<file path="config.mk">
export PLATFORM = sky130hd
export DESIGN_NAME = mem_port_arbiter_flat
export DESIGN_NICKNAME = d
export VERILOG_FILES = /design/src/rtl/mem_port_arbiter_if.sv /design/src/rtl/mem_port_arbiter.sv /design/src/flat_wrapper.sv
export SDC_FILE = /design/constraint.sdc
export NUM_CORES = 1
export LEC_CHECK = 0
export CAP_MARGIN = 30
export CORE_UTILIZATION = 35
export DETAILED_ROUTE_END_ITERATION = 12
export PLACE_DENSITY = 0.67
export SKIP_CTS_REPAIR_TIMING = 1
export SLEW_MARGIN = 20
export SYNTH_ARGS = -nofsm -noshare
export SYNTH_HDL_FRONTEND = slang
export SYNTH_SLANG_ARGS = --single-unit
export TNS_END_PERCENT = 10
</file>
<file path="constraint.sdc">
create_clock -name clk -period 2.96 [get_ports clk]
set_clock_uncertainty 0.2 [all_clocks]
set_input_delay 0.296 -clock clk [delete_from_list [all_inputs] [get_ports clk]]
set_output_delay 0.296 -clock clk [all_outputs]
set_load 0.02 [all_outputs]
</file>
<file path="src/rtl/mem_port_arbiter_if.sv">
// Bundle of the fetch, data-memory and single-port memory signals around the arbiter.
// The slave view belongs to the arbiter; the master view belongs to the surrounding core and memory.
interface mem_port_arbiter_if #(
  parameter int DataWidth = 32
);
  logic                 if_req;
  logic [DataWidth-1:0] if_addr;
  logic                 if_valid;
  logic                 if_stall;
  logic [DataWidth-1:0] if_rdata;

  logic                 dm_req;
  logic                 dm_we;
  logic [3:0]           dm_mask;
  logic [DataWidth-1:0] dm_addr;
  logic [DataWidth-1:0] dm_wdata;
  logic                 dm_valid;
  logic                 dm_stall;
  logic [DataWidth-1:0] dm_rdata;

  logic                 mem_req;
  logic                 mem_we;
  logic [3:0]           mem_mask;
  logic [DataWidth-1:0] mem_addr;
  logic [DataWidth-1:0] mem_wdata;
  logic                 mem_valid;
  logic [DataWidth-1:0] mem_rdata;

  logic                 err;

  modport slave (
    input  if_req, if_addr, dm_req, dm_we, dm_mask, dm_addr, dm_wdata, mem_valid, mem_rdata,
    output if_valid, if_stall, if_rdata, dm_valid, dm_stall, dm_rdata,
           mem_req, mem_we, mem_mask, mem_addr, mem_wdata, err
  );

  modport master (
    output if_req, if_addr, dm_req, dm_we, dm_mask, dm_addr, dm_wdata, mem_valid, mem_rdata,
    input  if_valid, if_stall, if_rdata, dm_valid, dm_stall, dm_rdata,
           mem_req, mem_we, mem_mask, mem_addr, mem_wdata, err
  );
endinterface

</file>
<file path="src/rtl/mem_port_arbiter.sv">
// Round-robin arbiter sharing one single-port memory between instruction fetch and data access,
// with a per-transaction busy timeout that completes the request with zero read data and an err pulse.
module mem_port_arbiter #(
  parameter int DataWidth = 32,
  parameter int Timeout   = 16
) (
  input logic                clk,
  input logic                rst,
  mem_port_arbiter_if.slave  bus
);

  localparam logic [7:0] TmoLast = 8'(Timeout - 1);

  typedef enum logic [1:0] {
    IDLE   = 2'd0,
    BUSY_I = 2'd1,
    BUSY_D = 2'd2
  } state_e;

  state_e               state_q, state_d;
  logic                 last_d_q;  // 1: data port won the most recent grant
  logic [7:0]           cnt_q;
  logic [DataWidth-1:0] addr_q, wdata_q, if_rdata_q, dm_rdata_q;
  logic [3:0]           mask_q;
  logic                 we_q, if_valid_q, dm_valid_q, err_q;
  logic                 grant_i, grant_d, done, tmo, busy;

  // State register
  // NOTE: sequential state uses non-blocking assignments so every flop samples pre-edge values.
  always_ff @(posedge clk or negedge rst) begin
    if (!rst) state_q <= IDLE;
    else      state_q <= state_d;
  end

  // Next-state logic
  // NOTE: every signal driven here gets a default first, so no path can infer a latch.
  always_comb begin
    state_d = state_q;
    grant_i = 1'b0;
    grant_d = 1'b0;
    done    = 1'b0;
    tmo     = 1'b0;
    unique case (state_q)
      IDLE: begin
        if (bus.if_req && (!bus.dm_req || last_d_q)) begin
          state_d = BUSY_I;
          grant_i = 1'b1;
        end else if (bus.dm_req) begin
          state_d = BUSY_D;
          grant_d = 1'b1;
        end
      end
      BUSY_I, BUSY_D: begin
        // A completion arriving in the final busy cycle beats the timeout.
        if (bus.mem_valid) begin
          state_d = IDLE;
          done    = 1'b1;
        end else if (cnt_q + 8'd1 == TmoLast) begin
          state_d = IDLE;
          tmo     = 1'b1;
        end
      end
      default: state_d = IDLE;
    endcase
  end

  // Output logic
  always_comb begin
    busy          = (state_q != IDLE);
    bus.mem_req   = busy;
    bus.mem_we    = we_q;
    bus.mem_mask  = mask_q;
    bus.mem_addr  = addr_q;
    bus.mem_wdata = wdata_q;
    bus.if_valid  = if_valid_q;
    bus.dm_valid  = dm_valid_q;
    bus.if_rdata  = if_rdata_q;
    bus.dm_rdata  = dm_rdata_q;
    bus.err       = err_q;
    bus.if_stall  = bus.if_req & ~if_valid_q;
    bus.dm_stall  = bus.dm_req & ~dm_valid_q;
  end

  // Request capture, busy counter and response registers
  always_ff @(posedge clk or negedge rst) begin
    if (!rst) begin
      last_d_q   <= 1'b1;
      cnt_q      <= '0;
      addr_q     <= '0;
      wdata_q    <= '0;
      mask_q     <= '0;
      we_q       <= 1'b0;
      if_valid_q <= 1'b0;
      dm_valid_q <= 1'b0;
      err_q      <= 1'b0;
      if_rdata_q <= '0;
      dm_rdata_q <= '0;
    end else begin
      if_valid_q <= (state_q == BUSY_I) && (done || tmo);
      dm_valid_q <= (state_q == BUSY_D) && (done || tmo);
      err_q      <= tmo;

      if (grant_i || grant_d)        cnt_q <= '0;
      else if (busy && !bus.mem_valid) cnt_q <= cnt_q + 8'd1;

      if (grant_i) begin
        last_d_q <= 1'b0;
        addr_q   <= bus.if_addr;
        wdata_q  <= '0;
        mask_q   <= 4'hF;
        we_q     <= 1'b0;
      end else if (grant_d) begin
        last_d_q <= 1'b1;
        addr_q   <= bus.dm_addr;
        wdata_q  <= bus.dm_wdata;
        mask_q   <= bus.dm_mask;
        we_q     <= bus.dm_we;
      end

      if (state_q == BUSY_I) begin
        if (done)     if_rdata_q <= bus.mem_rdata;
        else if (tmo) if_rdata_q <= '0;
      end
      if (state_q == BUSY_D && !we_q) begin
        if (done)     dm_rdata_q <= bus.mem_rdata;
        else if (tmo) dm_rdata_q <= '0;
      end
    end
  end

endmodule

</file>
<file path="src/flat_wrapper.sv">
// flat-port wrapper written by rule: the top's interface ports become plain ports
module mem_port_arbiter_flat 
#(
  parameter int DataWidth = 32,
  parameter int Timeout   = 16
)
  (clk, rst, bus_if_req, bus_if_addr, bus_dm_req, bus_dm_we, bus_dm_mask, bus_dm_addr, bus_dm_wdata, bus_mem_valid, bus_mem_rdata, bus_if_valid, bus_if_stall, bus_if_rdata, bus_dm_valid, bus_dm_stall, bus_dm_rdata, bus_mem_req, bus_mem_we, bus_mem_mask, bus_mem_addr, bus_mem_wdata, bus_err);
  mem_port_arbiter_if #(.DataWidth(DataWidth)) bus_i ();
  input logic clk;
  input logic rst;
  input wire logic [$bits(bus_i.if_req)-1:0] bus_if_req;
  input wire logic [$bits(bus_i.if_addr)-1:0] bus_if_addr;
  input wire logic [$bits(bus_i.dm_req)-1:0] bus_dm_req;
  input wire logic [$bits(bus_i.dm_we)-1:0] bus_dm_we;
  input wire logic [$bits(bus_i.dm_mask)-1:0] bus_dm_mask;
  input wire logic [$bits(bus_i.dm_addr)-1:0] bus_dm_addr;
  input wire logic [$bits(bus_i.dm_wdata)-1:0] bus_dm_wdata;
  input wire logic [$bits(bus_i.mem_valid)-1:0] bus_mem_valid;
  input wire logic [$bits(bus_i.mem_rdata)-1:0] bus_mem_rdata;
  output wire logic [$bits(bus_i.if_valid)-1:0] bus_if_valid;
  output wire logic [$bits(bus_i.if_stall)-1:0] bus_if_stall;
  output wire logic [$bits(bus_i.if_rdata)-1:0] bus_if_rdata;
  output wire logic [$bits(bus_i.dm_valid)-1:0] bus_dm_valid;
  output wire logic [$bits(bus_i.dm_stall)-1:0] bus_dm_stall;
  output wire logic [$bits(bus_i.dm_rdata)-1:0] bus_dm_rdata;
  output wire logic [$bits(bus_i.mem_req)-1:0] bus_mem_req;
  output wire logic [$bits(bus_i.mem_we)-1:0] bus_mem_we;
  output wire logic [$bits(bus_i.mem_mask)-1:0] bus_mem_mask;
  output wire logic [$bits(bus_i.mem_addr)-1:0] bus_mem_addr;
  output wire logic [$bits(bus_i.mem_wdata)-1:0] bus_mem_wdata;
  output wire logic [$bits(bus_i.err)-1:0] bus_err;
  assign bus_i.if_req = bus_if_req;
  assign bus_i.if_addr = bus_if_addr;
  assign bus_i.dm_req = bus_dm_req;
  assign bus_i.dm_we = bus_dm_we;
  assign bus_i.dm_mask = bus_dm_mask;
  assign bus_i.dm_addr = bus_dm_addr;
  assign bus_i.dm_wdata = bus_dm_wdata;
  assign bus_i.mem_valid = bus_mem_valid;
  assign bus_i.mem_rdata = bus_mem_rdata;
  assign bus_if_valid = bus_i.if_valid;
  assign bus_if_stall = bus_i.if_stall;
  assign bus_if_rdata = bus_i.if_rdata;
  assign bus_dm_valid = bus_i.dm_valid;
  assign bus_dm_stall = bus_i.dm_stall;
  assign bus_dm_rdata = bus_i.dm_rdata;
  assign bus_mem_req = bus_i.mem_req;
  assign bus_mem_we = bus_i.mem_we;
  assign bus_mem_mask = bus_i.mem_mask;
  assign bus_mem_addr = bus_i.mem_addr;
  assign bus_mem_wdata = bus_i.mem_wdata;
  assign bus_err = bus_i.err;
  mem_port_arbiter #(.DataWidth(DataWidth), .Timeout(Timeout)) u_core (.clk(clk), .rst(rst), .bus(bus_i));
endmodule
</file>
==> run metrics, run 1 <==
outcome finished clean; Root Buffer Master clkbuf_16; Peak VDD IR 484 uV; Max-slew headroom 61.1%; final net count 1136; period utilization 85.1%; dpl hpwl 14400 um; die span in x 142 um; clock buffer depth 2; Yosys reg bits 147; reg2reg setup slack 0.58 ns; routed vias 6124; CP Capture Type output port; DRT Pass-1 Iters 4; power per cell area 1000 nW/um^2; ys async rst share 100%; die height 142 um; MaxCap Viol Count 0; cts bufs inserted 17; global route total overflow 0; crit path max fanout 7; final setup violation count 0; Overall Power 0.0106 W; Critical Path Start Type flop; FMAX 397 MHz; final hold vios 0; CP required 2.46 ns; Synth cell types 42; Post-Syn Area 6900 um^2; RSZ-0062 raised after global routing false; pin count of the biggest net entering global routing 77; final worst setup slack 0.442 ns; first-pass GRT wire length 32700 um; sequential cell area fraction in the yosys report 53.4%; Worst-Skew Late Latency 0.41 ns; worst-margin pin slew 0.583 ns; share of cells above drive strength 1 9.85%; area growth from synthesis to layout 53.7%; most frequent cells in the layout 274 x clkdlybuf4s50_1, 146 x dfrtp_1, 102 x nor2_1, 97 x a21oi_1, 73 x nand2_1; Hold/Removal Path Class input pin to asynchronous set/reset pin; antenna violations before repair 1; I/O Pins 277; vias in the first global route 6146; syn_nets 880; Via-to-Cell Ratio 4.84; R2R depth 7; Worst Hold Margin 0.146 ns; setup_tns 0 ns; Avg Inst Size Synth 9.36 um^2; H-tree depth 4; post-route ant nets 0; WL/cell 16.1 um; crit path kind flop to output port; post-layout util 55.7%; commonest non-fill, non-tap cell in the layout clkdlybuf4s50_1; synth warn 0; row cnt 50; Gate Count Post-Synth 737; static leakage 4.28 nW; ys flop type dfrtp_1; Fillers 1750; GRT Total Usage 20.9%; die area 20300 um^2; Port Buffer Count 276; Initial Util 36.3%; Core Area 19000 um^2; dpl ws 0.549 ns; GPL Wtd Cong 0.775; clock sinks 147; EDFF count, synth 0; CP Data Arrival Time 2.02 ns; initial DRC count 246; CTS tree built; drt drc 0; minimum clock period 2.52 ns; final WL 20400 um; CTS clk-pin slew, worst paths 0.06 ns; Final Slew Violations 0
## stage by stage
| stage | std cells | instance area, um^2 |
|---|---|---|
| finish | 1266 | 10600 |
| global route | 1266 | 10600 |
| CTS | 1264 | 10600 |
| detailed placement | 1233 | 9920 |
| global placement | 1233 | 9920 |
| floorplan | 737 | 6900 |
## synthesized netlist by cell type, types with 2 or more instances
cell,n,area [um^2]
nor2b_1,5,31.3
a22o_1,37,324
buf_1,9,33.8
buf_6,5,56.3
nor3_1,2,10.0
ha_1,5,62.6
clkbuf_1,32,120
o21ai_0,65,325
nand2b_1,65,407
dfrtp_1,146,3650
clkbuf_2,2,10.0
o21ai_2,40,350
nand3_1,7,35.0
nand2_1,74,278
inv_1,5,18.8
o211ai_1,2,15.0
a21oi_1,98,490
buf_2,6,30.0
nor2_1,103,387
o22a_1,4,35.0
and3_1,4,25.0
## routing by layer
layer | wire length [um] | vias to the layer above | global-route usage [%]
met5 | 0 | - | 0
met4 | 238 | 0 | 6.51
met3 | 1950 | 19 | 8.28
met2 | 9820 | 209 | 34.1
met1 | 8440 | 2857 | 25.2
li1 | - | 3039 | -
## worst max-delay path: stages, from the launching register on
cell and delay [ns]:
dfrtp_1 0.41, inv_1 0.08, ha_1 0.30, inv_1 0.17
clkdlybuf4s50_1 0.64
## cells by family after synthesis
kind of cell    Yosys count  share of synthesized area (%)
compound gates          254                           23.3
buf+inv                  59                           3.90
flops                   147                           53.4
mux                       1                          0.200
xor+xnor                  2                          0.254
fa+ha+maj                 5                          0.907
simple gates            269                           18.1
## flip-flops by register name (all words and copies together), names as in the netlist
signal                cells
u_core.bus.mem_addr      32
u_core.state_q            2
u_core.bus.mem_wdata     32
u_core.bus.mem_we         1
u_core.bus.err            1
u_core.last_d_q           1
u_core.cnt_q              8
u_core.bus.if_rdata      32
u_core.bus.dm_rdata      32
u_core.bus.if_valid       1
u_core.bus.mem_mask       4
u_core.bus.dm_valid       1
## worst paths after layout
check                                        startpoint                      end
worst min register to register  u_core.bus.mem_addr[30]  u_core.bus.mem_addr[30]
max in group asynchronous                           rst          u_core.last_d_q
worst max-delay path                  u_core.state_q[0]              bus_mem_req
worst max register to register          u_core.cnt_q[0]      u_core.bus.if_valid
worst min-delay path                                rst   u_core.bus.if_rdata[6]
min in group clk                          bus_mem_valid      u_core.bus.if_valid
## where the power goes
group | internal [W] | switching, W
clock network | 0.00158 | 0.000859
registers | 0.00278 | 0.000539
logic | 0.00226 | 0.00263
total | 0.00662 | 0.00402
## area by class of cell
| type | count | area, um^2 | area share (%) |
|---|---|---|---|
| clock buffer | 18 | 429 | 4.05 |
| tap | 260 | 325 | 3.07 |
| timing repair buffer | 291 | 2940 | 27.7 |
| inverter | 5 | 18.8 | 0.177 |
| sequential | 147 | 3680 | 34.7 |
| multi-input combinational | 531 | 2970 | 28.1 |
| antenna | 1 | 2.50 | 0.0236 |
| clock inverter | 13 | 233 | 2.20 |
(Power assumes the default switching activity.)
==> run 2, diff against run 1 <==
--- a/config.mk
+++ b/config.mk
@@ -5,7 +5,9 @@
 export SDC_FILE = /design/constraint.sdc
 export NUM_CORES = 1
 export LEC_CHECK = 0
+export ABC_CLOCK_PERIOD_IN_PS = 2960
 export CAP_MARGIN = 30
+export CORE_ASPECT_RATIO = 0.9
 export CORE_UTILIZATION = 35
 export DETAILED_ROUTE_END_ITERATION = 12
 export PLACE_DENSITY = 0.67
==> run 2 against run 1 <==
- hold slack better by 0.032 ns
- non-clock buffer count decreased by 3
- critical path depth stayed put
- first-iteration DRC count rose by 55%
- flip-flop and latch count did not move
- count of clock-buffer cells in the layout increased by 2
- combinational power hardly changed
- global-route usage down 0.97 points
- sequential power about the same
- critical path type unchanged
- largest power group unchanged
- highest routed layer unchanged
==> run metrics, run 2 (same netlist as run 1, synthesis figures left out) <==
R2R Path End u_core.bus.dm_valid; GPL Wtd Cong 0.786; clock buffer depth 2; CP Capture Type output port; dpl hpwl 13300 um; Peak VDD IR 495 uV; pin count of the biggest net entering global routing 84; CTS clk-pin slew, worst paths 0.06 ns; share of cells above drive strength 1 9.48%; MaxCap Viol Count 0; crit path kind flop to output port; die area 20300 um^2; WL/cell 15.8 um; static leakage 4.21 nW; Critical Path Start Type flop; Final Slew Violations 0; dpl ws 0.484 ns; vias in the first global route 5826; worst-margin pin slew 0.670 ns; row cnt 48; Root Buffer Master clkbuf_16; final setup violation count 0; worst setup path end bus_mem_req; R2R depth 7; Initial Util 35.9%; RSZ-0062 raised after global routing false; I/O Pins 277; commonest non-fill, non-tap cell in the layout clkdlybuf4s50_1; outcome finished clean; Worst-Skew Late Latency 0.41 ns; die height 135 um; Fillers 1736; Hold/Removal Path Class input pin to flop; area growth from synthesis to layout 51.9%; Critical Path Source u_core.state_q[1]; setup_tns 0 ns; crit path max fanout 7; initial DRC count 381; drt drc 0; reg2reg setup slack 0.52 ns; Worst Hold Margin 0.179 ns; GRT Total Usage 19.9%; antenna violations before repair 0; CP Data Arrival Time 2.08 ns; CTS tree built; die span in x 150 um; Via-to-Cell Ratio 4.85; cts bufs inserted 17; FMAX 388 MHz; reg-to-reg startpoint u_core.cnt_q[0]; clock sinks 147; power per cell area 983 nW/um^2; global route total overflow 0; first-pass GRT wire length 31400 um; Max-slew headroom 55.3%; final WL 19800 um; period utilization 87.0%; post-route ant nets 0; Core Area 19200 um^2; Port Buffer Count 276; routed vias 6069; most frequent cells in the layout 274 x clkdlybuf4s50_1, 146 x dfrtp_1, 102 x nor2_1, 97 x a21oi_1, 73 x nand2_1; H-tree depth 4; final worst setup slack 0.385 ns; final net count 1133; DRT Pass-1 Iters 4; ant diodes 0; minimum clock period 2.57 ns; final hold vios 0; CP required 2.46 ns
==> run 2: cell count changes in the layout (fill, tap and decap cells not counted) <==
cell,delta
clkinvlp_4,+4
clkinv_2,-1
inv_6,+1
clkinv_4,-2
bufinv_16,-4
diode_2,-1
clkbuf_8,+1
buf_4,-3
clkbuf_1,+1
==> run 2: worst max-delay path, stage by stage (launching register included) <==
cell	delay (ns)
dfrtp_1	0.42
inv_1	0.09
ha_1	0.30
inv_1	0.17
clkdlybuf4s50_1	0.69
==> run 2: stage by stage <==
step	total power (W)	instances	cell area, um^2	utilization (%)
finish	0.0103	1252	10500	54.5
global route	0.0110	1252	10500	54.5
CTS	0.0104	1251	10500	54.5
detailed placement	0.00824	1220	9890	51.5
global placement	0.00817	1220	9890	51.5
floorplan	0.00594	737	6900	-
==> run 2: worst min path at each step <==
stage / from / end / slack, ns / depth (start not counted)
CTS: rst / u_core.bus.if_rdata[16] / -0.31 / 1
floorplan: rst / u_core.bus.dm_rdata[0] / -0.20 / 0
global placement: rst / u_core.bus.dm_rdata[13] / 0.14 / 1
detailed placement: rst / u_core.bus.dm_rdata[14] / 0.14 / 1
finish: bus_mem_valid / u_core.bus.if_valid / 0.18 / 2
global route: bus_mem_valid / u_core.bus.if_valid / 0.19 / 2
==> run 2: layout make-up <==
class	count	area, um^2	area share (%)
multi-input combinational	531	2970	28.4
sequential	147	3680	35.1
clock inverter	11	129	1.23
clock buffer	20	447	4.26
tap	250	313	2.99
inverter	5	18.8	0.179
timing repair buffer	288	2910	27.8
==> run 2: metal layers <==
layer  routed length (um)  GRT usage, %
met1                 9170          26.8
met2                 9280          31.5
met3                 1030          5.32
met4                  276          5.56
met5                    0             0
==> run 2: power by group <==
part / switching (W) / internal (W)
Sequential: 0.000524 / 0.00278
Clock: 0.000866 / 0.00126
Combinational: 0.00261 / 0.00225
==> edit 1: new RTL, flow settings as in run 2 <==
`DataWidth` is set to 32 in 3 places; all go to 24.
--- a/src/rtl/mem_port_arbiter_if.sv
+++ b/src/rtl/mem_port_arbiter_if.sv
@@ -1,7 +1,7 @@
 // Bundle of the fetch, data-memory and single-port memory signals around the arbiter.
 // The slave view belongs to the arbiter; the master view belongs to the surrounding core and memory.
 interface mem_port_arbiter_if #(
-  parameter int DataWidth = 32
+  parameter int DataWidth = 24
 );
   logic                 if_req;
   logic [DataWidth-1:0] if_addr;
--- a/src/rtl/mem_port_arbiter.sv
+++ b/src/rtl/mem_port_arbiter.sv
@@ -1,7 +1,7 @@
 // Round-robin arbiter sharing one single-port memory between instruction fetch and data access,
 // with a per-transaction busy timeout that completes the request with zero read data and an err pulse.
 module mem_port_arbiter #(
-  parameter int DataWidth = 32,
+  parameter int DataWidth = 24,
   parameter int Timeout   = 16
 ) (
   input logic                clk,
--- a/src/flat_wrapper.sv
+++ b/src/flat_wrapper.sv
@@ -1,7 +1,7 @@
 // flat-port wrapper written by rule: the top's interface ports become plain ports
 module mem_port_arbiter_flat 
 #(
-  parameter int DataWidth = 32,
+  parameter int DataWidth = 24,
   parameter int Timeout   = 16
 )
   (clk, rst, bus_if_req, bus_if_addr, bus_dm_req, bus_dm_we, bus_dm_mask, bus_dm_addr, bus_dm_wdata, bus_mem_valid, bus_mem_rdata, bus_if_valid, bus_if_stall, bus_if_rdata, bus_dm_valid, bus_dm_stall, bus_dm_rdata, bus_mem_req, bus_mem_we, bus_mem_mask, bus_mem_addr, bus_mem_wdata, bus_err);
Interface: changed (8 resized); port bits go from 277 to 213. The function was not compared with the original's and may differ.
==> edit 1 against run 2 <==
Via count is 25% lower. Setup slack gained 86 ps. Power fell by 20%. Area after synthesis down 28%. Sequential cell count is 32 lower. Highest routed layer unchanged. Largest power group unchanged. Largest cell class unchanged. Final area down 24%. Sequential power down 23%. Routed wire length is 27% lower. Count of clock-buffer cells in the layout up 4.
==> edit 1: results <==
[route]
wire_per_inst_um = 16.0
totalWireLength_mm = 14.5
num_vias = 4549
first_pass_iters = 6
drt_iter0_markers = 190

[sta]
max_slew.worst_pin.slew_ps = 597

[logic_synthesis]
yosysWarnings = 0
synth_sequential_area_ratio = 0.580
mappedNetlistNets = 607
synth_commonest_cells = "dfrtp_1, inv_1, a22oi_1"
avgSynthCellArea_um2 = 10.0
ys_types = 35
synth.area.top_cells = "dfrtp_1, a22oi_1, a22o_1"

[clock_tree]
clock_path_buffers = 2
clk_latency_ps = 400
clock-root-buffer = "clkbuf_16"
cts_buffers = 17
clkTransAtPathRegs_ps = 50
cts_max_level = 4

[final_layout]
drive_gt1_frac = 0.0695
final_nets = 820
fill_cells = 1206
multi_input_area_um2 = 1780
diodes = 0

[critical_path]
critical_path.max_fanout = 9
critPathMaxStageDelay_ps = 660
crit_family = "buffers and inverters"
critical_path_arrival_ps = 1990
crit_path_top_delay_cell = "clkdlybuf4s50_1"

[global_routing]
first_global_vias = 4632
number_of_antenna_violations_at_the_first_check_in_global_routing = 0
grt_start_max_net_pins = 54
globalRouteTotalUtil = 0.207
grt_first_pass_wirelength_mm = 23.3

[placed_design]
port_buffers = 212
gp_congestion = 0.759
dp_hpwl_mm = 10.1
placed_cells = 878
place_area_um2 = 7370

[pwr]
vdd_drop_max_uv = 704
static-leakage-power_uw = 0.00365

[worst_hold_path]
hold_class = "in -> async"

[outcome]
run_status = "finished clean"
## edit 1: logic make-up after synthesis
logic type,after synthesis,synth area share
compound gates,199,0.256
fa+ha+maj,5,0.0126
buf+inv,86,0.0676
simple gates,89,0.0804
xor+xnor,2,0.00353
flops,115,0.580
## edit 1: stage by stage
stage | power (uW) | hold WS (ps) | setup WS [ps]
after floorplan | 4400 | -200 | 869
after global placement | 6070 | -7.70 | 626
after detailed placement | 6170 | -8.74 | 618
after CTS | 8280 | -445 | 443
after global routing | 8690 | 125 | 331
final | 8190 | 113 | 471
## edit 1: report_power, final
group / switching [uW] / internal, uW / total, uW
combinational: 1880 / 1710 / 3600
clock: 664 / 1390 / 2060
sequential: 381 / 2150 / 2530
## edit 1: cell type report
type,count,area share
flip-flops and latches,115,0.361
repair buffers,225,0.286
clock inverters,5,0.0126
well taps,189,0.0297
inverters,55,0.0259
clock buffers,24,0.0617
multi-input cells,295,0.223
## edit 1: routing by layer
layer	wire [um]	vias to the layer above	track usage	share of wire
met2	7000	160	0.340	0.48
met3	938	16	0.0512	0.065
met5	0	-	0	0
li1	-	2163	-	-
met1	6320	2210	0.255	0.44
met4	239	0	0.103	0.016
## edit 1: worst register-to-register path: stages (launching register included)
cell and delay [ps]:
dfrtp_1 430, ha_1 300, nor2b_1 170, a21o_1 150, a31oi_1 470, o21ai_4 120, buf_12 200, nor2b_1 180
## edit 1: worst paths after layout
check,cells past startpoint,slack [ps],to,from
worst max-delay path,4,470,bus_mem_req,u_core.state_q[0]$_DFFE_PN0P_
worst min-delay path,2,110,u_core.bus.dm_rdata[21]$_DFFE_PN0P_,rst
worst max register to register,7,610,u_core.bus.if_valid$_DFF_PN0_,u_core.cnt_q[0]$_DFFE_PN0P_
worst min register to register,2,270,u_core.bus.mem_addr[0]$_DFFE_PN0N_,u_core.bus.mem_addr[0]$_DFFE_PN0N_
max in group asynchronous,3,1570,u_core.bus.mem_wdata[16]$_DFFE_PN0N_,rst
min in group clk,2,270,u_core.bus.mem_addr[0]$_DFFE_PN0N_,u_core.bus.mem_addr[0]$_DFFE_PN0N_
==> edit 2: new RTL, config.mk and constraints of run 2 <==
Made on the original files. Re-encode `state_e` (3 states) as one-hot, 3 bits wide.
--- a/src/rtl/mem_port_arbiter.sv
+++ b/src/rtl/mem_port_arbiter.sv
@@ -11,10 +11,10 @@
 
   localparam logic [7:0] TmoLast = 8'(Timeout - 1);
 
-  typedef enum logic [1:0] {
-    IDLE   = 2'd0,
-    BUSY_I = 2'd1,
-    BUSY_D = 2'd2
+  typedef enum logic [2:0] {
+    IDLE   = 3'b001,
+    BUSY_I = 3'b010,
+    BUSY_D = 3'b100
   } state_e;
 
   state_e               state_q, state_d;
Function: no difference found for any inputs over 4 cycles, from zero or initial values and one cycle with rst low; so few cycles prove little.
==> edit 2 against run 2 <==
Sequential share of layout area up 1.2 points. Register-to-register slack worse by 70 ps. Final area down 2.6%. Via count down 5.2%. Area after synthesis down 5.1%. Sequential cell count up 1. Routed wire length down 0.72%. Power down 10%. Sequential power down 5%. Combinational power down 19%. Critical path depth up 3. Setup slack better by 64 ps.
==> edit 2: results <==
[global_routing]
grtUsageMet2 = 0.326
globalRouteTotalUtil = 0.211
use_met1 = 0.280
grt_first_pass_wirelength_mm = 31.9
grt_start_max_net_pins = 109
first_global_vias = 5766
global_route.usage.met3 = 0.0806

[logic_synthesis]
yosysWarnings = 0
synth.area.top_cells = "dfrtp_1, o21ai_0, nand2_1"
ys_types = 40
synth_commonest_cells = "dfrtp_1, nand2_1, o21ai_0"
mappedNetlistNets = 806
synth_sequential_area_ratio = 0.566

[critical_path]
reg2reg_slack_ps = 450
critical_path.max_fanout = 33
worst_reg2reg_path_endpoint = "u_core.bus.if_rdata[15]$_DFFE_PN0P_"
critical_path_arrival_ps = 2590
start_point_of_the_critical_path = "u_core.cnt_q[0]$_DFFE_PN0P_"

[final_layout]
fill_cells = 1653
drive_gt1_frac = 0.0847
final_nets = 1071

[sta]
max_slew.worst_pin.slew_ps = 507

[pwr]
switching_share = 0.370
static-leakage-power_uw = 0.00451
vdd_drop_max_uv = 625
power.density_nw_per_um2 = 904
tot_pwr_uw = 9220
sequential_share_of_power = 0.340

[placed_design]
gp_congestion = 0.801
dp_hpwl_mm = 13.6
place_area_um2 = 9610

[route]
route.met3.wl_mm = 1.89
first_pass_iters = 5
wirelength_met1_mm = 8.38
vias_per_cell = 4.84
wl_met2_mm = 9.21
totalWireLength_mm = 19.6
drt_iter0_markers = 287

[outcome]
run_status = "finished clean"

[worst_hold_path]
hold_class = "in -> async"
[edit 2: changes by cell type after synthesis, sizes merged, moves of 10 or more]
cell / change
buf: -10
o21ai: +40
a21oi: -97
nand2b: -65
a22o: -36
mux2i: +31
inv: +32
nand2: +70
nor2: -91
a22oi: +65
[edit 2: layout make-up]
cell class	count	share of cell area
Timing Repair Buffer	292	0.289
Tap cell	245	0.0300
Clock buffer	21	0.0451
Multi-Input combinational cell	435	0.247
Inverter	37	0.0136
Sequential cell	148	0.363
Clock inverter	11	0.0125
[edit 2: critical path, stage by stage, from the launching register on]
cell	delay [ps]
dfrtp_1	440
ha_1	280
xor2_1	160
nand3b_1	110
or4_4	550
o21ai_4	130
buf_4	330
o21ai_0	160
[edit 2: cells by family after synthesis]
group | count (synthesis) | synth area share
AND/OR/NAND/NOR | 176 | 0.110
adder cells (fa/ha/maj) | 2 | 0.00382
AO/OA/AOI/OAI | 219 | 0.209
XOR/XNOR | 6 | 0.00918
multiplexers | 32 | 0.0489
buffers and inverters | 83 | 0.0528
flip-flops | 148 | 0.566
[edit 2: worst max path at each step]
stage,cells past startpoint,to
2_1_floorplan,7,u_core.bus.dm_rdata[10]$_DFFE_PN0P_
3_3_place_gp,7,u_core.bus.dm_valid$_DFF_PN0_
3_5_place_dp,7,u_core.bus.if_rdata[15]$_DFFE_PN0P_
4_1_cts,7,u_core.bus.if_rdata[22]$_DFFE_PN0P_
5_1_grt,7,u_core.bus.if_rdata[15]$_DFFE_PN0P_
6_report,7,u_core.bus.if_rdata[15]$_DFFE_PN0P_
[edit 2: stage by stage]
stage	cells	hold slack, ps	setup WS (ps)
detailed placement	1156	-9.69	456
global route	1189	123	290
finish	1189	113	449
CTS	1188	-466	449
floorplan	666	-200	720
global placement	1156	-10.9	543
